### src/rtl/master_thread_tracker.sv
`default_nettype none
// ============================================================================
//  Module   : master_thread_tracker
//  Brief    : Per-master outstanding-transaction table for the AXI4 crossbar.
//             Qualifies new address requests and tracks open counts per ID.
//  Revision : 1.0 - initial multi-thread release
// ============================================================================
module master_thread_tracker #(
  parameter int NUM_SLAVES       = 4,
  parameter int NUM_SLAVES_WIDTH = 2,
  parameter int MASTERID_WIDTH   = 4,
  parameter int NUM_THREADS      = 4,
  parameter int OPEN_TRANS_MAX   = 7,
  parameter int OPEN_TRANS_WIDTH = 3,
  parameter int STRICT_ORDER     = 0,
  parameter int NUM_THREADS_W    = $clog2(NUM_THREADS + 1)
) (
  input  logic                        sysClk,
  input  logic                        sysReset,
  input  logic                        reqValid,
  input  logic [MASTERID_WIDTH-1:0]   reqID,
  input  logic [NUM_SLAVES_WIDTH-1:0] reqSlaveID,
  input  logic [NUM_SLAVES-1:0]       stopTrans,
  output logic                        reqQual,
  input  logic                        openTransInc,
  input  logic                        openTransDec,
  input  logic [MASTERID_WIDTH-1:0]   currDataTransID,
  output logic [NUM_THREADS_W-1:0]    activeThreads,
  output logic                        idle,
  output logic                        protErr
);

  localparam logic [OPEN_TRANS_WIDTH-1:0] c_countOne = OPEN_TRANS_WIDTH'(1);
  localparam logic [OPEN_TRANS_WIDTH-1:0] c_countMax = OPEN_TRANS_WIDTH'(OPEN_TRANS_MAX);

  // Thread table
  logic [NUM_THREADS-1:0]        r_valid;
  logic [MASTERID_WIDTH-1:0]     r_entryId    [NUM_THREADS];
  logic [NUM_SLAVES_WIDTH-1:0]   r_entrySlave [NUM_THREADS];
  logic [OPEN_TRANS_WIDTH-1:0]   r_entryCount [NUM_THREADS];
  logic                          r_protErr;

  logic [NUM_THREADS-1:0]        w_nextValid;
  logic [MASTERID_WIDTH-1:0]     w_nextId    [NUM_THREADS];
  logic [NUM_SLAVES_WIDTH-1:0]   w_nextSlave [NUM_THREADS];
  logic [OPEN_TRANS_WIDTH-1:0]   w_nextCount [NUM_THREADS];

  logic [NUM_THREADS-1:0]        w_reqHit;
  logic [NUM_THREADS-1:0]        w_decHit;
  logic [NUM_THREADS-1:0]        w_slaveMismatch;
  logic [NUM_THREADS-1:0]        w_freeOneHot;
  logic [NUM_THREADS-1:0]        w_incSel;
  logic [NUM_THREADS-1:0]        w_decSel;
  logic                          w_hit;
  logic                          w_freeAvail;
  logic [NUM_SLAVES_WIDTH-1:0]   w_hitSlave;
  logic [OPEN_TRANS_WIDTH-1:0]   w_hitCount;
  logic                          w_condA;
  logic                          w_condB;
  logic                          w_doInc;
  logic                          w_doDec;
  logic                          w_incErr;
  logic                          w_decErr;
  logic [NUM_THREADS_W-1:0]      w_activeCount;

  always_comb begin
    w_hitSlave      = '0;
    w_hitCount      = '0;
    w_reqHit        = '0;
    w_decHit        = '0;
    w_slaveMismatch = '0;
    w_activeCount   = '0;
    for (int i = 0; i < NUM_THREADS; i++) begin
      w_reqHit[i]        = r_valid[i] && (r_entryId[i] == reqID);
      w_decHit[i]        = r_valid[i] && (r_entryId[i] == currDataTransID);
      w_slaveMismatch[i] = r_valid[i] && (r_entrySlave[i] != reqSlaveID);
      w_activeCount      = w_activeCount + NUM_THREADS_W'(r_valid[i]);
      // IDs are unique in the table, so an OR-mux picks the single hit
      if (w_reqHit[i]) begin
        w_hitSlave = w_hitSlave | r_entrySlave[i];
        w_hitCount = w_hitCount | r_entryCount[i];
      end
    end
  end

  assign w_hit        = |w_reqHit;
  assign w_freeAvail  = ~&r_valid;
  assign w_freeOneHot = ~r_valid & (r_valid + NUM_THREADS'(1));

  assign w_condA = w_hit ? ((w_hitSlave == reqSlaveID) && (w_hitCount < c_countMax))
                         : w_freeAvail;

  generate
    if (STRICT_ORDER != 0) begin : g_strict
      // An idle table has no mismatching entries, so this also covers idle
      assign w_condB = ~|w_slaveMismatch;
    end else begin : g_relaxed
      assign w_condB = 1'b1;
    end
  endgenerate

  assign reqQual = reqValid && !stopTrans[reqSlaveID] && w_condA && w_condB;

  assign w_doInc  = openTransInc && reqQual;
  assign w_incErr = openTransInc && !reqQual;
  assign w_doDec  = openTransDec && (|w_decHit);
  assign w_decErr = openTransDec && !(|w_decHit);

  // Allocation uses the pre-edge free vector; a dec freeing an entry cannot feed it
  assign w_incSel = {NUM_THREADS{w_doInc}} & (w_hit ? w_reqHit : w_freeOneHot);
  assign w_decSel = {NUM_THREADS{w_doDec}} & w_decHit;

  always_comb begin
    w_nextValid = r_valid;
    for (int i = 0; i < NUM_THREADS; i++) begin
      w_nextId[i]    = r_entryId[i];
      w_nextSlave[i] = r_entrySlave[i];
      w_nextCount[i] = r_entryCount[i];
      if (w_incSel[i] && w_decSel[i]) begin
        w_nextCount[i] = r_entryCount[i];
      end else if (w_incSel[i]) begin
        if (r_valid[i]) begin
          w_nextCount[i] = r_entryCount[i] + c_countOne;
        end else begin
          w_nextValid[i] = 1'b1;
          w_nextId[i]    = reqID;
          w_nextSlave[i] = reqSlaveID;
          w_nextCount[i] = c_countOne;
        end
      end else if (w_decSel[i]) begin
        w_nextCount[i] = r_entryCount[i] - c_countOne;
        if (r_entryCount[i] == c_countOne) begin
          w_nextValid[i] = 1'b0;
        end
      end
    end
  end

  always_ff @(posedge sysClk or negedge sysReset) begin
    if (!sysReset) begin
      r_valid   <= '0;
      r_protErr <= 1'b0;
      for (int i = 0; i < NUM_THREADS; i++) begin
        r_entryId[i]    <= '0;
        r_entrySlave[i] <= '0;
        r_entryCount[i] <= '0;
      end
    end else begin
      r_valid   <= w_nextValid;
      r_protErr <= w_incErr || w_decErr;
      for (int i = 0; i < NUM_THREADS; i++) begin
        r_entryId[i]    <= w_nextId[i];
        r_entrySlave[i] <= w_nextSlave[i];
        r_entryCount[i] <= w_nextCount[i];
      end
    end
  end

  assign activeThreads = w_activeCount;
  assign idle          = ~|r_valid;
  assign protErr       = r_protErr;

endmodule
`default_nettype wire

### config.mk
export PLATFORM = sky130hd
export DESIGN_NAME = master_thread_tracker
export DESIGN_NICKNAME = d
export VERILOG_FILES = /design/src/rtl/master_thread_tracker.sv
export SDC_FILE = /design/constraint.sdc
export NUM_CORES = 1
export LEC_CHECK = 0
export CORE_ASPECT_RATIO = 1.1
export CORE_MARGIN = 8
export CORE_UTILIZATION = 59
export DETAILED_ROUTE_END_ITERATION = 10
export PLACE_DENSITY = 0.85
export SETUP_SLACK_MARGIN = 0.05
export SLEW_MARGIN = 0
export SYNTH_ARGS = -nofsm -noshare
export SYNTH_HDL_FRONTEND = slang
export SYNTH_SLANG_ARGS = --single-unit
### constraint.sdc
create_clock -name sysClk -period 4.4 [get_ports sysClk]
set_input_delay 1.32 -clock sysClk [delete_from_list [all_inputs] [get_ports sysClk]]
set_output_delay 1.32 -clock sysClk [all_outputs]
set_load 0.05 [all_outputs]
# Yosys cells after proc, flatten, opt, wreduce, memory -nomap -nowiden
# Cells that the tools add are included.
[classes]
bitwise_logic = 18
add_sub_neg = 12
n_reduce_logical = 49
n_lt_le_gt_ge = 2
n_mux = 36
n_eq_ne = 13
[ops]
columns = ["operator", "count"]
rows = [
  ["3-bit 2-to-1 mux", 16],
  ["4-bit equality test", 8],
  ["3-bit AND reduction", 8],
  ["1-bit logical AND", 19],
  ["2-bit nonzero test", 8],
  ["1-bit 2-to-1 mux", 14],
  ["3-bit by 1-bit adder with 3-bit output, second input constant", 4],
  ["4-bit AND", 3],
  ["3-bit by 1-bit equality test with 1-bit output, second input constant", 4],
  ["4-bit OR reduction", 3],
  ["3-bit by 1-bit subtractor with 3-bit output, second input constant", 4],
  ["3-bit bitwise OR", 3],
  ["2-bit 2-to-1 mux", 4],
  ["1-bit inverter", 8],
  ["2-bit AND reduction", 4],
  ["2-bit bitwise OR", 3],
  ["1-bit logical NOT", 5],
  ["4-bit by 1-bit adder with 4-bit output, second input constant", 1],
  ["4-bit 2-to-1 mux", 1],
  ["4-bit inverter", 1],
  ["4-bit AND reduction", 1],
  ["2-bit by 1-bit adder with 3-bit output", 1],
  ["3-bit by 1-bit adder with 3-bit output", 1],
  ["2-bit by 3-bit < comparator with 1-bit output, second input constant", 1],
  ["other kinds (5)", 5],
]
[word_totals]
reg_bits = 41
out_inout_bits = 6
inputBits = 19

# Longest topological paths before layout
# Gate-level depths: netlist of run 1.
[depth]
word_depth = 18
mapped_depth = 13
mapped_depth_nobuf = 12

# Worst setup path after synthesis of run 1
# OpenSTA, ideal clock, no wires.
[synth_timing]
kind = "input port to output port"
from = "input reqID[3]"
to = "output reqQual"
required_ns = 3.080
setup_slack_ns = -0.078
path_stages = 9
t_arrival_ns = 3.158
path_cell_list = "buf_6 -> xnor2_1 -> nand3_2 -> or3_1 -> and4b_4 -> xnor2_4 -> nor2_1 -> a21o_1 -> and3_1"
[synth_between]
elab_chain_cells = 13
[synth_lines]
columns = ["item", "line_no", "rtl"]
rows = [
  ["from (decl)", "21", "input logic [MASTERID_WIDTH-1:0] reqID,"],
  ["4-bit equality test", "74", "w_reqHit[i] = r_valid[i] && (r_entryId[i] == reqID);"],
  ["1-bit logical AND", "74", ""],
  ["3-bit 2-to-1 mux or 2-bit 2-to-1 mux (tied branches)", "79", "if (w_reqHit[i]) begin"],
  ["3-bit bitwise OR or 2-bit bitwise OR (tied branches)", "81, 80", ""],
  ["3-bit 2-to-1 mux or 2-bit 2-to-1 mux (tied branches)", "79", ""],
  ["3-bit bitwise OR or 2-bit bitwise OR (tied branches)", "81, 80", ""],
  ["3-bit 2-to-1 mux or 2-bit 2-to-1 mux (tied branches)", "79", ""],
  ["3-bit bitwise OR or 2-bit bitwise OR (tied branches)", "81, 80", ""],
  ["3-bit 2-to-1 mux or 2-bit 2-to-1 mux (tied branches)", "79", ""],
  ["3-bit < comparator or 2-bit equality test (tied branches)", "90", "assign w_condA = w_hit ? ((w_hitSlave == reqSlaveID) && (w_hitCount < c_countMax))"],
  ["1-bit logical AND", "90", ""],
  ["1-bit 2-to-1 mux *", "90", ""],
  ["1-bit logical AND *", "102", "assign reqQual = reqValid && !stopTrans[reqSlaveID] && w_condA && w_condB;"],
  ["to (decl)", "24", "output logic reqQual,"],
]
# Every way passes the cells marked *; elsewhere a longest branch is shown, timed or not.

# Worst setup path in the final report of run 1
[layout_timing]
from = "input reqID[1]"
to = "output reqQual"
# Same word-level chain as after synthesis.

==> results of run 1 <==
critical path: stages:
cell and delay, ps:
sky130_fd_sc_hd__buf_12 120, sky130_fd_sc_hd__xnor2_1 300, sky130_fd_sc_hd__and3_1 270, sky130_fd_sc_hd__nand4_1 130
sky130_fd_sc_hd__and4b_4 240, sky130_fd_sc_hd__xnor2_4 120, sky130_fd_sc_hd__nor2_1 100, sky130_fd_sc_hd__a21o_1 130
sky130_fd_sc_hd__and3_4 190, sky130_fd_sc_hd__buf_12 130
registers in the layout, summed over array words and instances (netlist names):
| register | count |
|---|---|
| protErr | 1 |
| r_entryCount | 12 |
| r_entryId | 16 |
| r_entrySlave | 8 |
| r_valid | 4 |
metrics by stage:
stage,setup WS (ps),hold slack [ps],instances,instance area (sq um),util
after floorplan,102.5,458.8,302,3148,-
after global placement,-427.8,472.6,417,3721,0.7081
after detailed placement,-472.0,482.7,417,3721,0.7081
after CTS,51.66,500.4,424,3900,0.7421
after global routing,-19.21,533.6,425,3986,0.7586
final,30.27,515.0,425,3986,0.7586
cells by family after synthesis:
group,count (synthesis)
AO/OA/AOI/OAI,32
AND/OR/NAND/NOR,108
buffers and inverters,34
flip-flops,41
adder cells (fa/ha/maj),22
XOR/XNOR,33
multiplexers,32
final timing paths:
| path | to | from |
|---|---|---|
| max | reqQual | reqID[1] |
| min | r_entrySlave[0] | r_entrySlave[0] |
| max reg2reg | r_entrySlave[2] | r_valid[2] |
| min reg2reg | r_entrySlave[0] | r_entrySlave[0] |
| max in group asynchronous | r_entrySlave[1] | sysReset |
| min in group asynchronous | r_entryCount[9] | sysReset |
cells in the final DEF, fill, tap and decap left out, types with 6 or more instances in the layout:
| master | instances |
|---|---|
| sky130_fd_sc_hd__nand3_1 | 10 |
| sky130_fd_sc_hd__and3_1 | 8 |
| sky130_fd_sc_hd__buf_4 | 42 |
| sky130_fd_sc_hd__mux2_1 | 9 |
| sky130_fd_sc_hd__clkdlybuf4s50_1 | 18 |
| sky130_fd_sc_hd__nor3_1 | 10 |
| sky130_fd_sc_hd__inv_1 | 22 |
| sky130_fd_sc_hd__xor2_1 | 6 |
| sky130_fd_sc_hd__mux2_4 | 12 |
| sky130_fd_sc_hd__ha_1 | 21 |
| sky130_fd_sc_hd__dfrtp_1 | 41 |
| sky130_fd_sc_hd__nor2_1 | 11 |
| sky130_fd_sc_hd__mux2_2 | 9 |
| sky130_fd_sc_hd__nand2_1 | 21 |
| sky130_fd_sc_hd__xnor2_1 | 14 |
area by class of cell:
type / count / area [sq um]
Timing Repair Buffer: 67 / 594.3
Inverter: 23 / 86.33
Sequential cell: 41 / 1026
Clock buffer: 5 / 68.82
Clock inverter: 2 / 35.03
Tap cell: 60 / 75.07
Multi-Input combinational cell: 227 / 2101
Fill cell: 327 / 1269
repair_timing:
item / in CTS / in global routing
pin swaps: 6 / 9
hold buffers: 0 / 0
buffers inserted: 0 / 1
setup endpoints to repair: 1 / 1
gates cloned: 0 / 0
resized for setup: 37 / 12
routing by layer:
| layer | GRT usage | share of wire | wire length [microns] | up-vias |
|---|---|---|---|---|
| met5 | 0 | 0 | 0 | - |
| met4 | 0.1228 | 0.040 | 340 | 0 |
| met3 | 0.04163 | 0.049 | 413 | 28 |
| met2 | 0.3773 | 0.53 | 4424 | 93 |
| met1 | 0.2301 | 0.38 | 3238 | 1273 |
| li1 | - | - | - | 1189 |
power breakdown:
group / switching, mW / total, mW / leakage (nW) / internal [mW]
Sequential: 0.169 / 0.664 / 0.507 / 0.495
Clock: 0.138 / 0.303 / 0.0540 / 0.165
Combinational: 0.508 / 0.963 / 1.22 / 0.454
Total: 0.815 / 1.93 / 1.78 / 1.11
==> impl_summary.txt, run 1 <==
----------------------------------------------------
[Status]
  Outcome ... completed

[STA]
  Maximum clock frequency ... 228.8 MHz
  Tmin final ... 4370 ps
  Worst clock skew ... 8.038 ps
  Final number of max-transition violations ... 0
  Total setup violations reported at the end of the flow ... 0
  RSZ-0062 raised after global routing ... yes
  Rel. slew slack ... 0.3718
  Hold Violations, Final ... 0
  Slew at the pin closest to its max-slew limit ... 942.3 ps
  Final sum of negative setup slack ... 0 ps
  Final period util ... 0.9931

[Synth]
  Dominant synthesized flop cell ... sky130_fd_sc_hd__dfrtp_1
  Post-synthesis cell type count ... 62
  Post-synthesis adder-cell area fraction ... 0.08997
  Synthesized-area fraction occupied by and/or/nand/nor cells ... 0.2118
  Share of synthesized flip-flops with an asynchronous set or reset ... 1.000
  Post-synth design cell area ... 0.003143 sq mm
  Top cell type's share of synthesized area ... 0.3264
  Seq cells post-synth ... 41
  Xor-xnor portion of the synthesized cell area ... 0.1027
  Post-synthesis instance total ... 302
  Post-Synthesis Mean Instance Area ... 10.41 sq um
  Cell with the most instances after synthesis ... sky130_fd_sc_hd__dfrtp_1
  Most frequent cells after synthesis ... sky130_fd_sc_hd__dfrtp_1, sky130_fd_sc_hd__inv_1, sky130_fd_sc_hd__ha_1, sky130_fd_sc_hd__nand2_1, sky130_fd_sc_hd__xnor2_1
  Compound-Gate Fraction of Synth Area ... 0.08559
  Sequential fraction of the synthesis area ... 0.3264
  Syn_nets ... 343
  Number of flops mapped to enable cells by yosys ... 0
  Share of cell area taken by muxes after synthesis ... 0.1322
  Number of warnings printed during yosys synthesis ... 0
  Cells taking the most area after synthesis ... sky130_fd_sc_hd__dfrtp_1, sky130_fd_sc_hd__ha_1, sky130_fd_sc_hd__mux2_4
  Largest family of logic cells by synthesized area ... simple AND/OR/NAND/NOR gates
  Synth area leader ... sky130_fd_sc_hd__dfrtp_1

[Clocking]
  Clock tree from TritonCTS ... done
  Clk pin slew, worst setup/hold paths ... 80 ps
  H-tree depth ... 2
  Insertion delay of the later-clocked pin in the worst-skew pair ... 300 ps
  Bufs on Longest Clock Path ... 2
  Clock sink total ... 41
  Number of buffers added by the clock tree synthesis step ... 5
  Root Buffer Master ... sky130_fd_sc_hd__clkbuf_8

[Setup path]
  Worst path required time ... 3080 ps
  Worst reg-to-reg setup slack ... 1270 ps
  Maximum fanout along the worst path ... 6
  R2R cell count ... 9
  Category of the critical setup timing path ... in2out
  Signal arrival time at the worst endpoint ... 3050 ps
  Kind of start point of the critical path ... input pin
  Sort of element at the end of the critical path ... output pin

[Layout]
  Number of inserted diodes ... 0
  Area added between synthesis and finish ... 26.83%
  Share of layout cells above drive strength 1 ... 0.3151
  Net total in the final layout ... 406

[Place]
  Port-buffer cells ... 24
  Routability Congestion ... 0.9226
  DP Wirelength ... 6.085 mm

[Routing]
  Detailed-route via count ... 2583
  Per-cell routed wire length ... 19.81 microns
  Vias per inst ... 6.078
  1st-pass router iterations ... 4
  Total Wirelength ... 8.418 mm
  Total DRC errors in the routed layout ... 0
  Final antenna-violating net count ... 0
  Detailed Route Iter0 Violations ... 170

[GRT]
  Vias in the first global route ... 2704
  Wire length of the first global-routing pass ... 13.14 mm
  Residual overflow from global routing ... 0
  Largest net degree at the start of global routing ... 42
  Global-route usage over all layers ... 0.2126
  Initial antenna violation count ... 0

[Floorplanning]
  Number of core rows ... 28
  Area enclosed by the die boundary ... 0.007921 sq mm
  Die height ... 92.55 microns
  Floorplan Core Area ... 0.005255 sq mm
  Initial standard-cell utilization of the core ... 0.5981
  I/O pin count ... 25
  Die Width ... 85.59 microns

[Power]
  Power per standard cell area ... 484.1 mW/mm^2
  PnR Total Power ... 1.930 mW
  Worst vdd rail ir drop ... 0.0003287 V
  Reported leakage power ... 1.781 nW

[Worst hold path]
  Worst hold path cell count ... 1
  Type of the most critical hold path ... reg2reg

[Job]
  Number of max-cap violations ... 0

----------------------------------------------------
Power figures use the tool's default switching activity.
==> run 2: changes to the inputs <==
- CTS_CLUSTER_DIAMETER: not set -> 100
==> results of run 2 <==
No change in the layout: final DEF, timing and power equal those of run 1.
==> run 3: changes to the inputs <==
- GPL_ROUTABILITY_DRIVEN: not set -> 0
==> run 3 against run 2 <==
Highest routed layer unchanged. Clock-buffer cell count unchanged. Largest cell class unchanged. Global-route usage is 0.72 points higher. Non-clock buffer count rose by 1.
==> impl_summary.txt, run 3 (synthesis results as in run 1) <==
----------------------------------------------------
[GRT]
  Global-route usage over all layers ... 0.2198
  Initial antenna violation count ... 0
  Residual overflow from global routing ... 0
  Met2 track demand over resource ... 0.3987
  Most used routing layer ... met2
  Met3 usage ... 0.03720
  Wire length of the first global-routing pass ... 13.66 mm
  Vias in the first global route ... 2739
  Global-route met1 utilization ... 0.2407
  Largest net degree at the start of global routing ... 42

[Routing]
  Detailed-route via count ... 2582
  Total Wirelength ... 8.393 mm
  1st-pass router iterations ... 5
  Detailed Route Iter0 Violations ... 222
  Per-cell routed wire length ... 19.66 microns
  Final antenna-violating net count ... 0
  Vias per inst ... 6.047
  Total DRC errors in the routed layout ... 0

[Worst hold path]
  Type of the most critical hold path ... reg2reg

[Clocking]
  H-tree depth ... 2
  Clock tree from TritonCTS ... done
  Root Buffer Master ... sky130_fd_sc_hd__clkbuf_8
  Number of buffers inserted for hold repair after clock tree synthesis ... 0
  Number of buffers added by the clock tree synthesis step ... 5
  Clock sink total ... 41
  Bufs on Longest Clock Path ... 2
  Post-CTS Setup Bufs ... 0
  Insertion delay of the later-clocked pin in the worst-skew pair ... 300 ps
  Clk pin slew, worst setup/hold paths ... 80 ps

[Layout]
  Area added between synthesis and finish ... 25.72%
  Number of inserted diodes ... 0
  Cell area after layout ... 0.003951 sq mm
  Storage element area ... 0.001026 sq mm
  Registers with the highest flip-flop counts ... r_entryId x16, r_entryCount x12, r_entrySlave x8
  Share of layout cells above drive strength 1 ... 0.3079
  Register ranked first by flip-flop count ... r_entryId
  Multi-input logic area ... 0.002051 sq mm
  Number of flip-flops in the largest register ... 16
  Most common library cell in the layout ignoring fill and taps ... sky130_fd_sc_hd__buf_4
  Fill cells ... 331
  Net total in the final layout ... 407
  Commonest cells after routing, fill and taps aside ... sky130_fd_sc_hd__buf_4, sky130_fd_sc_hd__dfrtp_1, sky130_fd_sc_hd__inv_1, sky130_fd_sc_hd__nand2_1, sky130_fd_sc_hd__ha_1

[Setup path]
  Sort of element at the end of the critical path ... output pin
  Worst path most repeated cell ... sky130_fd_sc_hd__buf_12
  Kind of start point of the critical path ... input pin
  Maximum fanout along the worst path ... 7
  Cell with the largest stage delay on the worst path ... sky130_fd_sc_hd__nor3_2
  Cell-by-cell listing of the critical path ... buf_12, xor2_1, nor3_2, nand3_1, and4b_4, xnor2_4, nor2_1, a21o_1, and3_4, buf_12
  Signal arrival time at the worst endpoint ... 3060 ps
  Maximum single-stage delay on the critical path ... 370 ps
  Category of the critical setup timing path ... in2out
  Worst path required time ... 3080 ps

[Place]
  Area of placed instances ... 0.003736 sq mm
  DP Wirelength ... 6.176 mm
  Port-buffer cells ... 24
  Pre-CTS setup slack ... -475.8 ps

[Power]
  Reported leakage power ... 1.779 nW
  Power per standard cell area ... 486.0 mW/mm^2
  Switch share ... 0.4193
  Gate power share ... 0.503
  Sequential Power Share ... 0.334
  Clock network fraction of total power ... 0.164
  Worst vdd rail ir drop ... 0.0003071 V
  Internal Power ... 1.115 mW
  Switching power ... 0.8051 mW

[Floorplanning]
  Initial standard-cell utilization of the core ... 0.5981
  Die Width ... 85.59 microns
  Die height ... 92.55 microns
  Floorplan Core Area ... 0.005255 sq mm
  Area enclosed by the die boundary ... 0.007921 sq mm
  Number of core rows ... 28
  I/O pin count ... 25

[STA]
  RSZ-0062 raised after global routing ... yes
  Final setup slack of the worst path ... 17.84 ps
  Total setup violations reported at the end of the flow ... 0
  Final number of max-transition violations ... 0
  Worst clock skew ... 2.521 ps
  Slew at the pin closest to its max-slew limit ... 926.1 ps
  Hold Violations, Final ... 0
  Final hold slack ... 507.6 ps
  Final sum of negative setup slack ... 0 ps
  Tmin final ... 4382 ps
  Maximum clock frequency ... 228.2 MHz
  Rel. slew slack ... 0.3826
  Final period util ... 0.9959

[Job]
  Number of max-cap violations ... 0

[Status]
  Outcome ... completed

----------------------------------------------------
## run 3: area by class of cell
| type | count | share of cell area |
|---|---|---|
| Multi-Input combinational cell | 227 | 0.5190 |
| Sequential cell | 41 | 0.2597 |
| Timing Repair Buffer | 68 | 0.1514 |
| Inverter | 23 | 0.02185 |
| Tap cell | 60 | 0.01900 |
| Clock buffer | 5 | 0.01742 |
| Clock inverter | 3 | 0.01172 |
## run 3: power by group through the flow
stage | clock network [mW] | logic, mW | registers, mW
floorplan | 0 | 0.642 | 0.598
global placement | 0 | 0.884 | 0.630
detailed placement | 0 | 0.926 | 0.634
CTS | 0.320 | 0.943 | 0.631
global route | 0.331 | 1.06 | 0.652
finish | 0.314 | 0.965 | 0.641
## run 3: per-stage QoR
stage	total power, mW	std cells	utilization
6_report	1.920	427	0.7519
3_3_place_gp	1.513	419	0.7110
4_1_cts	1.894	427	0.7395
2_1_floorplan	1.240	302	-
3_5_place_dp	1.561	419	0.7110
5_1_grt	2.041	427	0.7519
## run 3: what timing repair did
item | 4_1_cts | 5_1_grt
hold endpoints to repair | 0 | 0
pin swaps | 10 | 8
endpoints found under the setup margin | 1 | 1
resized for setup | 31 | 10
## run 3: worst paths after layout
kind	startpoint	end	slack [ps]	depth (start not counted)
worst max-delay path	reqID[3]	reqQual	20	10
worst min-delay path	r_entrySlave[0]	r_entrySlave[0]	510	1
worst max register to register	r_entryId[1]	r_entryCount[8]	1250	13
worst min register to register	r_entrySlave[0]	r_entrySlave[0]	510	1
max in group asynchronous	sysReset	r_entryId[14]	2670	1
min in group asynchronous	sysReset	r_valid[0]	1150	1
## run 3: worst max-delay path: cells and delay by family
kind	cells	cell delay (ps)
AND/OR/NAND/NOR	5	1110
AO/OA/AOI/OAI	1	120
XOR/XNOR	2	260
buffers and inverters	2	240
## run 3: routing by layer
metal  wire length [microns]  up-vias
met5                       0        -
met4                     327        0
met3                     397       32
met2                    4469       95
met1                    3200     1263
li1                        -     1192
